$ cat src/rtl/ps2_pkg.sv
// ps2_pkg: shared PS/2 scan-code constants, tracker FSM states and digit-key lookup
package ps2_pkg;
    localparam logic [7:0] PS2_BREAK = 8'hF0;
    localparam logic [7:0] PS2_EXT = 8'hE0;
    typedef enum logic [1:0] {IDLE, BRK, EXT, EXT_BRK} state_t;
    function automatic logic [4:0] digit_map(input logic [7:0] code);
        case (code)
            8'h45: return {1'b1, 4'd0};
            8'h16: return {1'b1, 4'd1};
            8'h1E: return {1'b1, 4'd2};
            8'h26: return {1'b1, 4'd3};
            8'h25: return {1'b1, 4'd4};
            8'h2E: return {1'b1, 4'd5};
            8'h36: return {1'b1, 4'd6};
            8'h3D: return {1'b1, 4'd7};
            8'h3E: return {1'b1, 4'd8};
            8'h46: return {1'b1, 4'd9};
            default: return 5'd0;
        endcase
    endfunction
endpackage

$ cat src/rtl/ps2_key_tracker_if.sv
// ps2_key_tracker_if: scan-code byte input and held-key/strobe outputs of the tracker
interface ps2_key_tracker_if;
    logic [7:0] key_code;
    logic key_valid;
    logic clear;
    logic [9:0] keys;
    logic key_press;
    logic key_release;
    logic key_repeat;
    logic [3:0] last_key;
    modport master (output key_code, key_valid, clear, input keys, key_press, key_release, key_repeat, last_key);
    modport slave (input key_code, key_valid, clear, output keys, key_press, key_release, key_repeat, last_key);
endinterface

$ cat src/rtl/ps2_digit_decode.sv
// ps2_digit_decode: combinational main-row digit scan code to {is_digit, index}
module ps2_digit_decode
    import ps2_pkg::*;
(
    input  logic [7:0] code,
    output logic       is_digit,
    output logic [3:0] index
);
    assign {is_digit, index} = digit_map(code);
endmodule

$ cat src/rtl/ps2_key_tracker.sv
// ps2_key_tracker: tracks held digit keys 0-9 from PS/2 make/break/extended byte stream
module ps2_key_tracker
    import ps2_pkg::*;
#(
    parameter int TIMEOUT_CYCLES = 100000,
    parameter int CNT_W = 17
) (
    input logic clk,
    input logic rst,
    ps2_key_tracker_if.slave bus
);
    state_t state, state_n;
    logic [CNT_W-1:0] cnt, cnt_n;
    logic [9:0] keys_q, keys_n;
    logic [3:0] last_q, last_n;
    logic press_q, press_n, release_q, release_n, repeat_q, repeat_n;
    logic is_digit;
    logic [3:0] idx;
    logic held;
    ps2_digit_decode u_dec (.code(bus.key_code), .is_digit(is_digit), .index(idx));
    assign held = keys_q[idx];
    always_comb begin
        state_n = state;
        cnt_n = '0;
        keys_n = keys_q;
        last_n = last_q;
        press_n = 1'b0;
        release_n = 1'b0;
        repeat_n = 1'b0;
        if (bus.clear) begin
            state_n = IDLE;
            keys_n = '0;
        end else if (bus.key_valid) begin
            case (state)
                IDLE: begin
                    state_n = bus.key_code == PS2_BREAK ? BRK : bus.key_code == PS2_EXT ? EXT : IDLE;
                    if (is_digit) begin
                        last_n = idx;
                        repeat_n = held;
                        press_n = !held;
                        keys_n[idx] = 1'b1;
                    end
                end
                BRK: begin
                    state_n = bus.key_code == PS2_BREAK ? BRK : IDLE;
                    if (is_digit && held) begin
                        keys_n[idx] = 1'b0;
                        release_n = 1'b1;
                        last_n = idx;
                    end
                end
                EXT: state_n = bus.key_code == PS2_BREAK ? EXT_BRK : IDLE;
                default: state_n = IDLE;
            endcase
        end else if (state != IDLE) begin
            // an abandoned prefix must not swallow the next make code
            if (cnt == CNT_W'(TIMEOUT_CYCLES - 1)) state_n = IDLE;
            else cnt_n = cnt + 1'b1;
        end
    end
    always_ff @(posedge clk or posedge rst) begin
        if (rst) begin
            state <= IDLE;
            cnt <= '0;
            keys_q <= '0;
            last_q <= '0;
            press_q <= 1'b0;
            release_q <= 1'b0;
            repeat_q <= 1'b0;
        end else begin
            state <= state_n;
            cnt <= cnt_n;
            keys_q <= keys_n;
            last_q <= last_n;
            press_q <= press_n;
            release_q <= release_n;
            repeat_q <= repeat_n;
        end
    end
    assign bus.keys = keys_q;
    assign bus.last_key = last_q;
    assign bus.key_press = press_q;
    assign bus.key_release = release_q;
    assign bus.key_repeat = repeat_q;
endmodule

$ cat src/flat_wrapper.sv
// flat-port wrapper written by rule: the top's interface ports become plain ports
module ps2_key_tracker_flat import ps2_pkg::*;
#(
    parameter int TIMEOUT_CYCLES = 100000,
    parameter int CNT_W = 17
)
  (clk, rst, bus_key_code, bus_key_valid, bus_clear, bus_keys, bus_key_press, bus_key_release, bus_key_repeat, bus_last_key);
  ps2_key_tracker_if bus_i ();
  input logic clk;
  input logic rst;
  input wire logic [$bits(bus_i.key_code)-1:0] bus_key_code;
  input wire logic [$bits(bus_i.key_valid)-1:0] bus_key_valid;
  input wire logic [$bits(bus_i.clear)-1:0] bus_clear;
  output wire logic [$bits(bus_i.keys)-1:0] bus_keys;
  output wire logic [$bits(bus_i.key_press)-1:0] bus_key_press;
  output wire logic [$bits(bus_i.key_release)-1:0] bus_key_release;
  output wire logic [$bits(bus_i.key_repeat)-1:0] bus_key_repeat;
  output wire logic [$bits(bus_i.last_key)-1:0] bus_last_key;
  assign bus_i.key_code = bus_key_code;
  assign bus_i.key_valid = bus_key_valid;
  assign bus_i.clear = bus_clear;
  assign bus_keys = bus_i.keys;
  assign bus_key_press = bus_i.key_press;
  assign bus_key_release = bus_i.key_release;
  assign bus_key_repeat = bus_i.key_repeat;
  assign bus_last_key = bus_i.last_key;
  ps2_key_tracker #(.TIMEOUT_CYCLES(TIMEOUT_CYCLES), .CNT_W(CNT_W)) u_core (.clk(clk), .rst(rst), .bus(bus_i));
endmodule
$ cat config.mk
export PLATFORM = sky130hd
export DESIGN_NAME = ps2_key_tracker_flat
export DESIGN_NICKNAME = d
export VERILOG_FILES = /design/src/rtl/ps2_pkg.sv /design/src/rtl/ps2_key_tracker_if.sv /design/src/rtl/ps2_digit_decode.sv /design/src/rtl/ps2_key_tracker.sv /design/src/flat_wrapper.sv
export SDC_FILE = /design/constraint.sdc
export NUM_CORES = 1
export LEC_CHECK = 0
export BUFFER_PORTS_ARGS = -buffer_cell sky130_fd_sc_hd__buf_2
export CORE_UTILIZATION = 50
export CTS_BUF_LIST = sky130_fd_sc_hd__clkbuf_16
export CTS_CLUSTER_SIZE = 28
export DETAILED_ROUTE_END_ITERATION = 6
export GPL_TIMING_DRIVEN = 0
export HOLD_SLACK_MARGIN = 0.06
export PLACE_DENSITY_LB_ADDON = 0.05
export SETUP_SLACK_MARGIN = 0.4
export SYNTH_ARGS = -nofsm -noshare
export SYNTH_HDL_FRONTEND = slang
export SYNTH_SLANG_ARGS = --single-unit
$ cat constraint.sdc
create_clock -name clk -period 2.5 [get_ports clk]
set_clock_uncertainty 0.2 [all_clocks]
set_input_delay 0.125 -clock clk [delete_from_list [all_inputs] [get_ports clk]]
set_output_delay 0.125 -clock clk [all_outputs]
set_load 0.01 [all_outputs]
==> metrics.md, run 1 <==
| Metric | Value |
|---|---|
| Outcome | `complete, no violations` |
| DP Cell Count | `312` |
| Power per cell area | `427 nW/µm²` |
| Vias per Instance | `6.18` |
| Commonest non-fill, non-tap cell in the layout | `dfrtp_1` |
| Crit path DAT | `roughly 2.3 ns` |
| Slowest CP cell | `nor3b_1` |
| Most used DFF post-synth | `dfrtp_1` |
| Synth area leader | `dfrtp_1` |
| Max cap viols | `0` |
| Area Overhead vs Synth | `46.4%` |
| CTS tree | `yes` |
| Hold Vio Cnt, Final | `0` |
| Top delay family on crit path | `simple AND/OR/NAND/NOR gates` |
| Number of synthesized flops with an enable pin | `0` |
| Routed Antenna Nets | `0` |
| Post-Syn Area | `2200 µm²` |
| WP data required | `around 2.4 ns` |
| Synth Warn # | `0` |
| Final number of max-transition violations | `0` |
| CP endpoint kind | `flip-flop` |
| Syn_area_per_cell | `9.42 µm²` |
| CP peak stage delay | `between 0.4 and 0.5 ns` |
| DRT iter0 DRCs | `135` |
| Part of the power in registers | `43.0%` |
| First-pass GRT wire length | `about 8.7 mm` |
| Worst-margin pin slew | `~0.6 ns` |
| Antenna Cells | `0` |
| Total gr overflow | `0` |
| Vias | `roughly 2100` |
| Post-synth cell types | `57` |
| HPWL after detailed placement | `3.78 mm` |
| Root buffer cell | `clkbuf_16` |
| Post-synthesis sequential element count | `36` |
| CTS Buffer Depth | `2` |
| Number of global-route vias before repair | `about 1700` |
| Antenna violations before repair | `0` |
| Pin count of the biggest net entering global routing | `24` |
| Layout cells sized above 1 | `35.4%` |
| Synth top area cells | `dfrtp_1 (41%), nor2_1 (4.8%), xor2_1 (4.0%)` |
| Fraction of power spent switching nets | `between 20% and 30%` |
| Total GRT Usage | `25.5%` |
| CP Cell Sequence | `buf_8 > buf_8 > buf_6 > nor3b_1 > nand2_1 > mux2_4 > nor4b_4 > buf_6 > o41ai_4 > o31ai_1` |
| Fin Setup TNS | `0 ns` |
| Rows | `23` |
| TritonCTS Buffers | `5` |
| WP buf/inv | `4` |
| Comb pwr share | `14.1%` |
| Max transition margin | `about 59%` |
| Gpl congestion | `approximately 0.84` |
| Clock Power Share | `a little over two fifths` |
| Final #Nets | `~310` |
| Syn Nets | `around 250` |
| Wire per inst | `18.2 µm` |
| RSZ-0062 raised after global routing | `true` |
| H-tree depth | `2` |
| Period minus WS final | `2.33 ns` |
| Maximum clock rate | `about 430 MHz` |
| Clk Latency, worst-skew pair | `0.28 ns` |
| Port buffer count | `27` |
| PnR Total Power | `1380 µW` |
| CORE AREA | `4120 µm²` |
| Peak supply drop | `roughly 0.42 mV` |
| Clock transition at path regs | `about 0.050 ns` |
| Die height | `68.4 µm` |
| Cell-internal power | `about 1000 µW` |
| Leakage dissipation | `roughly 0.0014 µW` |
| DRC Markers | `0` |
| Die X | `68.4 µm` |
| Die area | `4680 µm²` |
| Drt pass-1 iters | `6` |
| # IOs | `29` |
| P_sw | `337 µW` |
| Top-area cell type share of the netlist area | `40.9%` |
| WL final | `6.27 mm` |
| Synthesized netlist cell count | `234` |
| Worst hold-check path type | `in -> reg` |
| Worst Setup Start Kind | `input port` |
| Setup violators final | `0` |
| Synth async-reset ratio | `100%` |
| WS Path Type | `in -> reg` |
| Period utilization | `between 90 and 100%` |
| Most frequent cells in the layout | `dfrtp_1 (36), nor2_1 (28), buf_2 (23)` |
| Final Instance Count excl. Fillers | `344` |
| Sequential cell area fraction in the yosys report | `roughly two fifths` |
| Starting Density | `53.5%` |
| Num Clock Sinks | `36` |
| Max FO, Critical Path | `10` |
[worst min-delay path, delay by kind of cell]
family / cells / cell delay [ns]
AOI/OAI and AO/OA: 1 / 0.08
buffers and inverters: 2 / 0.20
and+or+nand+nor: 1 / 0.11
[power by group through the flow]
stage	Sequential [µW]	Clock, µW	Combinational [µW]
6_report	592	592	194
5_1_grt	592	626	206
4_1_cts	592	595	153
3_5_place_dp	602	0	126
3_3_place_gp	601	0	120
2_1_floorplan	604	0	77.2
[layout make-up]
| type | count | area (µm²) |
|---|---|---|
| buffer | 11 | 119 |
| clock buffer | 5 | 125 |
| clock inverter | 3 | 15.0 |
| fill | 265 | 890 |
| inverter | 11 | 41.3 |
| multi-input combinational | 176 | 1500 |
| sequential | 36 | 901 |
| tap | 50 | 62.6 |
| timing repair buffer | 52 | 459 |
[worst paths after layout]
kind	start	endpoint	slack, ns	cells past startpoint
min in group asynchronous	rst	u_core.bus.key_repeat	0.27	3
hold reg to reg	u_core.cnt[0]	u_core.cnt[0]	0.28	1
max in group asynchronous	rst	u_core.bus.keys[2]	1.30	4
setup reg to reg	u_core.cnt[14]	u_core.cnt[7]	0.50	6
hold / removal	bus_key_code[6]	u_core.bus.keys[5]	0.09	4
setup / recovery	bus_key_code[6]	u_core.bus.keys[5]	0.17	10
[cells in the mapped netlist (3+ instances only)]
cell      number
a21oi_1        3
a32oi_1        3
and2_1         3
and3_1         5
buf_2          5
clkbuf_1       4
dfrtp_1       36
inv_1         11
mux2i_1        4
nand2_1       19
nand2b_1       4
nand3_1        9
nor2_1        28
nor2b_1        5
nor3_1         6
nor4_1         3
o21ai_0        6
o31ai_1        7
o41ai_1        6
or3_1          3
or4b_2         3
xnor2_1        7
xor2_1        10
[metal layers]
metal  track usage [%]  routed length [µm]  vias to the layer above
met3              4.67                 422                       21
met1              38.4                2830                     1036
met4              10.2                 139                        0
met2              35.5                2870                       99
met5                 0                   0                        -
li1                  -                   -                      969
[metrics by stage]
step	area [µm²]	hold WS, ns	setup WS, ns	utilization [%]
after floorplan	2320	0.0920	0.113	-
after global placement	2520	0.272	-0.246	61.2
after detailed placement	2540	0.0284	-0.302	61.8
after CTS	2930	0.0756	0.228	71.1
after global routing	3230	0.100	0.0637	78.4
final	3230	0.0857	0.166	78.4
[state kept, by name, indices dropped and copies added (netlist names)]
register and count:
u_core.bus.keys 10, u_core.bus.key_repeat 1, u_core.cnt 17, u_core.state 2, u_core.bus.last_key 4, u_core.bus.key_press 1
u_core.bus.key_release 1
[what timing repair did]
action,in CTS,in global routing
cloned,0,2
pin swaps,10,13
setup buffers,9,7
endpoints found under the setup margin,35,31
resized for setup,24,34
hold buffers,4,2
endpoints found under the hold margin,16,2
[cell families (layout without fill, tap and decap cells)]
kind of cell / Yosys count / after routing / synth area share [%]
buf+inv: 22 / 82 / 4.54
simple gates: 110 / 110 / 30.0
flops: 36 / 36 / 40.9
xor+xnor: 17 / 17 / 6.76
fa+ha+maj: 1 / 1 / 0.568
mux: 6 / 6 / 2.84
compound gates: 42 / 42 / 14.4
Power figures use the tool's default switching activity.
==> run 2: changes to the inputs <==
PLACE_DENSITY = 0.8   (was not set)
PLACE_DENSITY_LB_ADDON = not set   (was 0.05)
==> run 2 against run 1 <==
Net effect: worst hold slack worse by 0.0061 ns; core utilization is 0.24 points lower; critical path depth stayed put; sequential cell count stayed put; final area is 0.31% lower; die area stayed put; largest power group is now the clock network.
==> metrics.md, run 2 (synthesis gave the netlist of run 1 again) <==
| Metric | Value |
|---|---|
| Starting Density | `53.5%` |
| Area occupied by multi-input gates | `1520 µm²` |
| Layout cells sized above 1 | `between 40% and 50%` |
| DRT iter0 DRCs | `between 200 and 300` |
| Antenna violations before repair | `0` |
| Power per cell area | `~430 nW/µm²` |
| CP peak stage delay | `about 0.52 ns` |
| Final #Nets | `311` |
| DRC Markers | `0` |
| Drt pass-1 iters | `5` |
| Max transition margin | `48.2%` |
| Area Overhead vs Synth | `45.9%` |
| Slowest CP cell | `or4b_4` |
| Antenna Cells | `0` |
| TritonCTS Buffers | `5` |
| Reg with most FFs | `u_core.cnt` |
| Number of global-route vias before repair | `1861` |
| H-tree depth | `2` |
| CTS Buffer Depth | `2` |
| Num Clock Sinks | `36` |
| Worst-margin pin slew | `between 0.7 and 0.8 ns` |
| CP Cell Sequence | `buf_8 > buf_8 > or4b_4 > o22ai_4 > a22oi_2 > a211o_4 > nor2_4 > buf_6 > nand2b_4 > mux2_4` |
| Routed Antenna Nets | `0` |
| Die height | `68.4 µm` |
| Outcome | `complete, no violations` |
| Period utilization | `91.6%` |
| Port buffer count | `27` |
| Clk Latency, worst-skew pair | `around 0.29 ns` |
| HPWL after detailed placement | `3.79 mm` |
| Clock transition at path regs | `approximately 0.050 ns` |
| WS Path Type | `in -> reg` |
| First-pass GRT wire length | `9.33 mm` |
| Crit path DAT | `2.26 ns` |
| Most Frequent Cell on Critical Path | `buf_8` |
| Worst Setup Start Kind | `input port` |
| Leakage dissipation | `roughly 0.0014 µW` |
| Die X | `just under 70 µm` |
| Hold Vio Cnt, Final | `0` |
| Final number of max-transition violations | `0` |
| Fin Setup TNS | `0 ns` |
| CP endpoint kind | `flip-flop` |
| Rows | `23` |
| Pin count of the biggest net entering global routing | `37` |
| FILL cells | `235` |
| Max FO, Critical Path | `4` |
| Total gr overflow | `0` |
| Maximum clock rate | `436 MHz` |
| Wire per inst | `20.9 µm` |
| # IOs | `29` |
| Die area | `4680 µm²` |
| Worst hold-check path type | `in -> reg` |
| Period minus WS final | `approximately 2.3 ns` |
| Peak supply drop | `0.309 mV` |
| WL final | `~7.3 mm` |
| Total GRT Usage | `27.8%` |
| Commonest non-fill, non-tap cell in the layout | `dfrtp_1` |
| Gpl congestion | `around 0.85` |
| Area taken by flip-flops and latches | `901 µm²` |
| Max FFs per register | `17` |
| Most frequent cells in the layout | `dfrtp_1 (36), nor2_1 (28), buf_2 (24)` |
| Root buffer cell | `clkbuf_16` |
| Max cap viols | `0` |
| CTS tree | `yes` |
| Fin Hold WS | `0.0795 ns` |
| Setup violators final | `0` |
| Vias per Instance | `between 6 and 7` |
| RSZ-0062 raised after global routing | `true` |
| Vias | `2238` |
| WP data required | `around 2.5 ns` |
| CORE AREA | `a little over 4000 µm²` |
run 2: through the flow:
| stage | instances | utilization (%) | cell area, µm² | power, µW | setup slack, ns |
|---|---|---|---|---|---|
| final | 349 | 78.1 | 3220 | 1390 | 0.209 |
| after global routing | 349 | 78.1 | 3220 | 1420 | 0.183 |
| after CTS | 338 | 72.4 | 2980 | 1340 | 0.238 |
| after detailed placement | 311 | 61.2 | 2520 | 723 | -0.258 |
| after global placement | 311 | 61.2 | 2520 | 719 | -0.232 |
| after floorplan | 234 | - | 2320 | 681 | 0.113 |
run 2: layout make-up:
class	instances	area share, %
multi-input combinational	176	47.3
sequential	36	28.0
timing repair buffer	57	13.4
clock buffer	5	3.89
buffer	11	3.74
tap	50	1.95
inverter	11	1.28
clock inverter	3	0.467
run 2: timing repair:
action,in CTS,in global routing
gates cloned,1,0
pin swaps,6,18
endpoints found under the hold margin,5,36
setup endpoints to repair,33,28
setup buffers,16,10
gates resized for setup,40,29
hold buffers,2,1
run 2: where the power goes:
| group | leakage, µW | internal, µW | total (µW) | switching [µW] |
|---|---|---|---|---|
| logic | 0.000797 | 82.0 | 190 | 108 |
| clock network | 0.0000687 | 362 | 606 | 244 |
| registers | 0.000502 | 588 | 591 | 2.94 |
| total | 0.00137 | 1030 | 1390 | 355 |
run 2: final timing paths:
path / slack, ns / cells past startpoint / start / end
setup / recovery: 0.21 / 10 / bus_key_code[6] / u_core.bus.last_key[0]
hold / removal: 0.08 / 4 / bus_key_code[7] / u_core.bus.last_key[3]
setup reg to reg: 0.44 / 6 / u_core.cnt[14] / u_core.state[0]
hold reg to reg: 0.28 / 1 / u_core.cnt[0] / u_core.cnt[0]
max in group asynchronous: 1.28 / 3 / rst / u_core.bus.keys[6]
min in group asynchronous: 0.33 / 3 / rst / u_core.cnt[0]
run 2: per-layer routing:
metal | share of wire (%) | vias up | GRT usage, %
met2 | 49 | 138 | 43.4
met4 | 3.0 | 0 | 11.7
met1 | 40 | 1094 | 38.0
met5 | 0 | - | 0
li1 | - | 983 | -
met3 | 8.2 | 23 | 4.17
run 2: worst max-delay path, delay by kind of cell:
| kind | cells | cell delay [ns] |
|---|---|---|
| compound gates | 3 | 0.77 |
| mux | 1 | 0.29 |
| simple gates | 3 | 0.75 |
| buf+inv | 3 | 0.32 |
==> run 3: changes to the inputs <==
SETUP_SLACK_MARGIN = 0.3   (was 0.4)
==> run 3 against run 2 <==
Net effect: sequential power barely moved; routed wire length fell by 14%; maximum frequency rose by 0.60%; sequential cell count did not move; core utilization fell by 4.7 points; setup slack improved by 0.014 ns; global-route usage fell by 1.0 points; final cell count fell by 2.6%; critical endpoint is now u_core.bus.keys[0]; worst hold slack improved by 0.048 ns.
==> metrics.md, run 3 (synthesis gave the netlist of run 1 again) <==
| Metric | Value |
|---|---|
| Met3 Track Usage GR | `7.17%` |
| CP endpoint kind | `flip-flop` |
| WS Path Type | `in -> reg` |
| WL final | `roughly 6.2 mm` |
| Max FFs per register | `17` |
| Die height | `approximately 68 µm` |
| Antenna violations before repair | `0` |
| Area occupied by multi-input gates | `1430 µm²` |
| H-tree depth | `2` |
| Vias | `roughly 2100` |
| Outcome | `complete, no violations` |
| Vias per Instance | `6.23` |
| Die X | `68.4 µm` |
| Area after DPL | `2480 µm²` |
| Die area | `4680 µm²` |
| # IOs | `29` |
| Worst Setup Start Kind | `input port` |
| CTS tree | `yes` |
| Period utilization | `91.1%` |
| Worst hold-check path type | `in -> reg` |
| Total gr overflow | `0` |
| Antenna Cells | `0` |
| Rows | `23` |
| FILL cells | `272` |
| Peak supply drop | `approximately 0.26 mV` |
| Layout cells sized above 1 | `35.5%` |
| Gpl congestion | `0.904` |
| Reg with most FFs | `u_core.cnt` |
| Global Route met2 Usage | `39.1%` |
| Final number of max-transition violations | `0` |
| Max transition margin | `50.2%` |
| Area taken by flip-flops and latches | `901 µm²` |
| Port buffer count | `27` |
| RSZ-0062 raised after global routing | `true` |
| TritonCTS Buffers | `5` |
| Final Instance Count excl. Fillers | `340` |
| GRT met1 Usage | `36.7%` |
| Num Clock Sinks | `36` |
| Wire per inst | `18.4 µm` |
| Clock transition at path regs | `0.05 ns` |
| Commonest non-fill, non-tap cell in the layout | `dfrtp_1` |
| Area Overhead vs Synth | `37.1%` |
| HPWL after detailed placement | `3.51 mm` |
| Drt pass-1 iters | `4` |
| Root buffer cell | `clkbuf_16` |
| Final #Nets | `302` |
| Worst-margin pin slew | `0.746 ns` |
| DRC Markers | `0` |
| WP data required | `2.46 ns` |
| Hold Vio Cnt, Final | `0` |
| Max FO, Critical Path | `10` |
| DP Cell Count | `311` |
| Pin count of the biggest net entering global routing | `37` |
| Period minus WS final | `roughly 2.3 ns` |
| Leakage dissipation | `0.00131 µW` |
| CTS Buffer Depth | `2` |
| Clk Latency, worst-skew pair | `just under 0.3 ns` |
| Final non-filler cell area | `3020 µm²` |
| DRT iter0 DRCs | `190` |
| Maximum clock rate | `439 MHz` |
| Power per cell area | `455 nW/µm²` |
| Routed Antenna Nets | `0` |
| Setup violators final | `0` |
| Number of global-route vias before repair | `1826` |
| Max cap viols | `0` |
| Crit path DAT | `2.24 ns` |
| Starting Density | `53.5%` |
| CORE AREA | `4120 µm²` |
| Busiest layer in global routing | `met2` |
| Hold depth | `4` |
| Most frequent cells in the layout | `dfrtp_1 (36), nor2_1 (28), buf_2 (24)` |
| Worst r2r path cells | `6` |
| First-pass GRT wire length | `roughly 9 mm` |
| Total GRT Usage | `between 20% and 30%` |
## run 3: worst max-delay path, stage by stage
cell and delay, ns:
buf_2 0.14, buf_4 0.19, or4b_4 0.53, a21oi_4 0.15, o21ai_2 0.10, a211o_4 0.39, or3_1 0.33, o211ai_1 0.18
o31ai_1 0.09
## run 3: final timing paths
path	startpoint	end	slack (ns)
worst max-delay path	bus_key_code[5]	u_core.bus.keys[0]	0.22
worst min-delay path	bus_key_code[3]	u_core.bus.last_key[3]	0.13
worst min register to register	u_core.cnt[0]	u_core.cnt[0]	0.28
min in group asynchronous	rst	u_core.cnt[2]	0.31
max in group asynchronous	rst	u_core.bus.keys[9]	1.31
worst max register to register	u_core.cnt[14]	u_core.state[0]	0.47
## run 3: stage by stage
stage / util (%) / worst slack, ns / hold slack (ns) / power, µW / setup TNS [ns]
6_report: 73.4 / 0.222 / 0.128 / 1370 / 0
5_1_grt: 73.4 / 0.159 / 0.175 / 1420 / 0
4_1_cts: 70.2 / 0.253 / 0.0662 / 1350 / 0
3_5_place_dp: 60.3 / -0.286 / 0.277 / 720 / -1.83
3_3_place_gp: 60.3 / -0.249 / 0.272 / 717 / -1.13
2_1_floorplan: - / 0.113 / 0.0920 / 680 / 0
## run 3: what timing repair did
item	4_1_cts	5_1_grt
setup endpoints to repair	31	35
hold buffers	3	1
pin swaps	11	9
hold endpoints to repair	5	36
gates resized for setup	31	18
gates cloned	1	0
buffers inserted	10	6
## run 3: where the power goes
group | leakage [µW] | total [µW] | internal, µW | switching, µW
Clock | 0.0000736 | 613 | 367 | 246
Sequential | 0.000502 | 591 | 588 | 2.90
Combinational | 0.000730 | 170 | 70.8 | 98.7
Total | 0.00131 | 1370 | 1030 | 348
## run 3: layer usage
layer | wire length (µm) | vias up
met2 | 2770 | 114
met3 | 405 | 24
met4 | 216 | 0
li1 | - | 964
met5 | 0 | -
met1 | 2850 | 1015
## run 3: area by class of cell
cell class	count	area share, %
inverter	11	1.37
clock inverter	3	0.621
timing repair buffer	48	11.2
buffer	11	3.56
clock buffer	5	4.14
tap	50	2.07
multi-input combinational	176	47.2
sequential	36	29.8
